`src/rtl/pci_target_ctrl.sv`:
```
// PCI target sequencer for a single sram_32 word window: decodes MemRd/MemWr address phases,
// drives DEVSEL#/TRDY#/STOP# and turns burst data phases into SRAM word accesses.
module pci_target_ctrl #(
  parameter logic [29:0] ADD_START = 30'h0000_0000,
  parameter logic [29:0] ADD_END   = 30'h0000_03FF
) (
  input  logic        clk,
  input  logic        rst_n,
  input  logic        frame_n,
  input  logic        irdy_n,
  input  logic [3:0]  cbe_n,
  input  logic [31:0] ad_in,
  output logic [31:0] ad_out,
  output logic        ad_oe,
  output logic        devsel_n,
  output logic        trdy_n,
  output logic        stop_n,
  output logic [31:0] sram_add,
  output logic [31:0] sram_data,
  output logic [3:0]  sram_be,
  output logic        sram_we,
  input  logic [31:0] sram_q
);

  typedef enum logic [2:0] {
    StIdle, StWrData, StRdW1, StRdW2, StRdData, StStopWait, StTurn, StBusy
  } state_e;

  localparam logic [3:0] CmdMemRd = 4'b0110;
  localparam logic [3:0] CmdMemWr = 4'b0111;

  state_e      state_q, state_d;
  logic [29:0] addr_q, addr_d;
  logic        frame_prev_q;
  logic [31:0] ad_out_q, ad_out_d;
  logic        ad_oe_q, ad_oe_d;
  logic        devsel_n_q, devsel_n_d;
  logic        trdy_n_q, trdy_n_d;
  logic        stop_n_q, stop_n_d;
  logic [31:0] sram_add_q, sram_add_d;
  logic [31:0] sram_data_q, sram_data_d;
  logic [3:0]  sram_be_q, sram_be_d;
  logic        sram_we_q, sram_we_d;

  logic [29:0] ad_word;
  logic [29:0] addr_inc;
  logic [30:0] lo_diff, hi_diff;
  logic        in_window, addr_start, at_end, next_end, abandon, go_turn;

  assign ad_word    = ad_in[31:2];
  assign addr_inc   = addr_q + 30'd1;
  // Window bounds via borrow bits so a zero ADD_START does not yield a constant compare.
  assign lo_diff    = {1'b0, ad_word} - {1'b0, ADD_START};
  assign hi_diff    = {1'b0, ADD_END} - {1'b0, ad_word};
  assign in_window  = !lo_diff[30] && !hi_diff[30];
  assign addr_start = !frame_n && frame_prev_q;
  assign at_end     = (addr_q == ADD_END);
  assign next_end   = (addr_inc == ADD_END);
  assign abandon    = frame_n && irdy_n;

  always_comb begin
    state_d     = state_q;
    addr_d      = addr_q;
    ad_out_d    = ad_out_q;
    ad_oe_d     = ad_oe_q;
    devsel_n_d  = devsel_n_q;
    trdy_n_d    = trdy_n_q;
    stop_n_d    = stop_n_q;
    sram_add_d  = sram_add_q;
    sram_data_d = sram_data_q;
    sram_be_d   = sram_be_q;
    sram_we_d   = 1'b0;
    go_turn     = 1'b0;

    unique case (state_q)
      StIdle: begin
        if (addr_start) begin
          addr_d = ad_word;
          if (cbe_n == CmdMemWr && in_window) begin
            devsel_n_d = 1'b0;
            trdy_n_d   = 1'b0;
            stop_n_d   = (ad_word != ADD_END);
            state_d    = StWrData;
          end else if (cbe_n == CmdMemRd && in_window) begin
            devsel_n_d = 1'b0;
            sram_add_d = {ad_word, 2'b00};
            ad_oe_d    = 1'b1;
            state_d    = StRdW1;
          end else begin
            state_d = StBusy;
          end
        end
      end
      StWrData: begin
        if (abandon) begin
          go_turn = 1'b1;
        end else if (!irdy_n) begin
          sram_we_d   = 1'b1;
          sram_add_d  = {addr_q, 2'b00};
          sram_data_d = ad_in;
          sram_be_d   = ~cbe_n;
          addr_d      = addr_inc;
          if (frame_n) begin
            go_turn = 1'b1;
          end else if (at_end) begin
            trdy_n_d = 1'b1;
            state_d  = StStopWait;
          end else if (next_end) begin
            // STOP# accompanies the TRDY# of the last word in the window.
            stop_n_d = 1'b0;
          end
        end
      end
      StRdW1: begin
        if (abandon) go_turn = 1'b1;
        else         state_d = StRdW2;
      end
      StRdW2: begin
        if (abandon) begin
          go_turn = 1'b1;
        end else begin
          ad_out_d = sram_q;
          trdy_n_d = 1'b0;
          if (at_end) stop_n_d = 1'b0;
          state_d = StRdData;
        end
      end
      StRdData: begin
        if (abandon) begin
          go_turn = 1'b1;
        end else if (!irdy_n) begin
          trdy_n_d = 1'b1;
          if (frame_n) begin
            go_turn = 1'b1;
          end else if (at_end) begin
            state_d = StStopWait;
          end else begin
            addr_d     = addr_inc;
            sram_add_d = {addr_inc, 2'b00};
            state_d    = StRdW1;
          end
        end
      end
      StStopWait: begin
        trdy_n_d   = 1'b1;
        stop_n_d   = 1'b0;
        devsel_n_d = 1'b0;
        if (frame_n) go_turn = 1'b1;
      end
      StTurn: state_d = StIdle;
      StBusy: begin
        if (abandon) state_d = StIdle;
      end
      default: state_d = StIdle;
    endcase

    if (go_turn) begin
      devsel_n_d = 1'b1;
      trdy_n_d   = 1'b1;
      stop_n_d   = 1'b1;
      ad_oe_d    = 1'b0;
      state_d    = StTurn;
    end
  end

  always_ff @(posedge clk or negedge rst_n) begin
    if (!rst_n) begin
      state_q      <= StIdle;
      addr_q       <= '0;
      frame_prev_q <= 1'b1;
      ad_out_q     <= '0;
      ad_oe_q      <= 1'b0;
      devsel_n_q   <= 1'b1;
      trdy_n_q     <= 1'b1;
      stop_n_q     <= 1'b1;
      sram_add_q   <= '0;
      sram_data_q  <= '0;
      sram_be_q    <= '0;
      sram_we_q    <= 1'b0;
    end else begin
      state_q      <= state_d;
      addr_q       <= addr_d;
      frame_prev_q <= frame_n;
      ad_out_q     <= ad_out_d;
      ad_oe_q      <= ad_oe_d;
      devsel_n_q   <= devsel_n_d;
      trdy_n_q     <= trdy_n_d;
      stop_n_q     <= stop_n_d;
      sram_add_q   <= sram_add_d;
      sram_data_q  <= sram_data_d;
      sram_be_q    <= sram_be_d;
      sram_we_q    <= sram_we_d;
    end
  end

  assign ad_out    = ad_out_q;
  assign ad_oe     = ad_oe_q;
  assign devsel_n  = devsel_n_q;
  assign trdy_n    = trdy_n_q;
  assign stop_n    = stop_n_q;
  assign sram_add  = sram_add_q;
  assign sram_data = sram_data_q;
  assign sram_be   = sram_be_q;
  assign sram_we   = sram_we_q;

endmodule
```
`config.mk`:
```
export PLATFORM = sky130hd
export DESIGN_NAME = pci_target_ctrl
export DESIGN_NICKNAME = d
export VERILOG_FILES = /design/src/rtl/pci_target_ctrl.sv
export SDC_FILE = /design/constraint.sdc
export NUM_CORES = 1
export LEC_CHECK = 0
export CORE_UTILIZATION = 40
export CTS_CLUSTER_SIZE = 12
export DETAILED_ROUTE_END_ITERATION = 8
export GPL_TIMING_DRIVEN = 0
export PLACE_DENSITY_LB_ADDON = 0.3
export SLEW_MARGIN = 40
export SYNTH_ARGS = -nofsm -noshare
export SYNTH_HDL_FRONTEND = slang
export SYNTH_SLANG_ARGS = --single-unit
```
`constraint.sdc`:
```
create_clock -name clk -period 3.5 [get_ports clk]
set_input_delay 1.05 -clock clk [delete_from_list [all_inputs] [get_ports clk]]
set_output_delay 1.05 -clock clk [all_outputs]
set_load 0.01 [all_outputs]
```
==> reports/results.ini, run 1 <==
[status]
status = complete, no violations

[power]
power_mw = 9.07
power_density_nw_per_um2 = 901
p_leak_nw = 4.22
ir_drop_mv = 0.450

[clocking]
clock_path_buffers = 2
clock_sinks = 137
clk_pin_slew_ns = 0.06
clock_latency_ns = 0.43
htree_levels = 4
cts_hold_buf = 0
cts_tree = done
root_buffer = clkbuf_16
cts_buffers = 17

[global_routing]
antenna_found_initial = 1
grt_use_total = 0.254
grt_pass1_wl_um = 38000
grt_overflow = 0
grt_start_max_net_pins = 62
grt_pass1_vias = 6860

[sta]
finClkSkew_ns = 0.0169
grt_setup_unrepaired = no
hold_viol = 0
period_needed_ns = 3.37
setup_viol = 0
slew_violations = 0
fin_crit_sh = 0.964
fmax_ghz = 0.296
hold_ws_ns = 0.461
tightest_slew_ns = 0.761
slew-limit-headroom = 0.493

[synthesis]
seq_area_frac_synth = 0.464
synth_edf_count = 0
synthFlopType = dfrtp_1
synth_cell_types = 69
synth_area_leaders = dfrtp_1 45%, nand2_1 9.2%, o21ai_0 5.8%
syn_inst = 839
yosysWarnings = 0
syn-cell-area_sq_um = 7410
yosys_register_bits = 137
postSynth.asyncResetShare = 1.00
synth_top_area_frac = 0.449
avgSynthCellArea_sq_um = 8.83
synth_most_common_cell = nand2_1
synth_area_leader_cell = dfrtp_1
synthTopCellsByCount = 181 x nand2_1, 133 x dfrtp_1, 86 x o21ai_0, 55 x a21oi_1, 44 x nor2_1

[route]
dr.pass1.iters = 6
vias_per_cell = 5.69
wirelength_um = 24000
via_count = 7263
drt_iter0_drc = 734
drc = 0
drtAntennaViolNets = 0
wl_per_cell_um = 18.8

[floorplanning]
initial_core_util = 0.411
die_y_um = 138
core-area_sq_um = 18000
io_pins = 177
die_w_um = 138
row_count = 49
dieArea_sq_um = 19100

[cells_and_area]
regArea_sq_um = 3430
nFillCells = 1702
multi_input_area_sq_um = 3560
stdcell_count = 1277
area_growth_pct = 36.0
nets = 1108
drive_above_1_share = 0.118

[placed_design]
dp_cells = 1244
routabilityCongestion = 0.955
port_buffers = 173
hpwl_um = 17200

[flow_run]
cap_violations = 0

[critical_path]
critPathMaxFanout = 10
required_ns = 3.77
path_class = input pin to register
endpoint_kind = register
arrival_ns = 3.65
crit_path_start_kind = input pin
ff2ff_setup_slack_ns = 0.22

[min_path]
hold_class = input pin to async pin

## report_power, final
part / internal (mW) / switching, mW
logic: 2.13 / 2.55
registers: 2.32 / 0.388
clock network: 0.947 / 0.734
total: 5.40 / 3.67
## metrics by stage
| stage | util | area (sq um) | setup WS [ns] | TNS [ns] |
|---|---|---|---|---|
| final | 0.559 | 10100 | 0.127 | 0 |
| after global routing | 0.559 | 10100 | 0.00134 | 0 |
| after CTS | 0.558 | 10100 | 0.0307 | 0 |
| after detailed placement | 0.527 | 9510 | -0.610 | -16.56 |
| after global placement | 0.523 | 9430 | -4.31 | -600.80 |
| after floorplan | - | 7410 | 0.572 | 0 |
## layer usage
layer / GRT usage / vias up / part of all wire / wire length [um]
met4: 0.102 / 0 / 0.030 / 731
met5: 0 / - / 0 / 0
met2: 0.402 / 429 / 0.46 / 11100
met1: 0.338 / 3404 / 0.41 / 9950
met3: 0.0540 / 51 / 0.093 / 2230
li1: - / 3379 / - / -
## final cells by class
class	instances	area share
multi-input cells	617	0.354
plain buffers	77	0.0412
inverters	9	0.00335
clock inverters	13	0.00944
repair buffers	175	0.178
clock buffers	19	0.0450
diodes	1	0.000248
flip-flops and latches	137	0.341
well taps	229	0.0284
## path summary, 6_finish.rpt
check,depth (start not counted),start,to
worst max-delay path,10,ad_in[31],sram_add[26]
worst min-delay path,1,rst_n,sram_data[12]
worst max register to register,8,addr_q[1],addr_q[23]
worst min register to register,2,sram_data[16],sram_data[16]
max in group asynchronous,2,rst_n,stop_n
min in group clk,2,sram_data[16],sram_data[16]
## layout by cell type (no fill, tap or decap), types with 4 or more instances in the layout
master           instances
o31ai_1                 13
mux2i_1                  4
a21o_1                   6
buf_6                    9
nand4_1                 15
dfrtp_1                133
dfstp_2                  4
a21oi_1                 55
clkinv_2                 4
nor3b_1                  4
buf_4                    9
nor3_1                  15
buf_1                    8
clkbuf_1                38
and3_1                  10
clkbuf_2                 4
clkdlybuf4s50_1        172
nor4_1                  17
nor2_1                  42
o21ai_0                 86
a22o_1                   7
mux2_2                  33
xor2_1                   5
nor4_2                   6
buf_2                    7
inv_1                    8
a211oi_1                 7
a221oi_1                15
xnor2_1                  9
nand2b_1                 5
a31oi_1                  4
and4_1                   4
nand3_1                 21
clkbuf_16               17
nand2_1                181
## sequential cells by signal, summed over array words and instances, names as in the netlist
signal	count
sram_add	30
ad_out	32
stop_n	1
frame_prev_q	1
devsel_n	1
addr_q	30
state_q	3
trdy_n	1
sram_be	4
sram_we	1
ad_oe	1
sram_data	32
## worst max-delay path, stage by stage
cell and delay [ns]:
clkdlybuf4s50_1 0.61, nor4_1 0.36, and3_1 0.36, nand4_1 0.25
nor2_2 0.23, o41ai_2 0.13, buf_2 0.26, buf_2 0.22
nand2_1 0.08, o21ai_0 0.08
## kinds of logic (layout without fill, tap and decap cells)
logic type,Yosys count,count (layout),share of synthesized area
adder cells (fa/ha/maj),2,2,0.00338
buffers and inverters,86,293,0.0600
flip-flops,137,137,0.464
AND/OR/NAND/NOR,344,344,0.221
other,1,3,0.000506
multiplexers,37,37,0.0556
XOR/XNOR,14,14,0.0166
AO/OA/AOI/OAI,218,218,0.179
## timing repair
item / in CTS / in global routing
pin swaps: 0 / 0
hold endpoints to repair: 0 / 0
setup buffers: 0 / 0
resized for setup: 2 / 7
setup endpoints to repair: 13 / 35
cloned: 0 / 0
(Power assumes the default switching activity.)
==> run 2, diff against run 1 <==
CAP_MARGIN = 20   (was default)
==> results of run 2 <==
The final DEF is identical to that of run 1; final timing and power are the same.
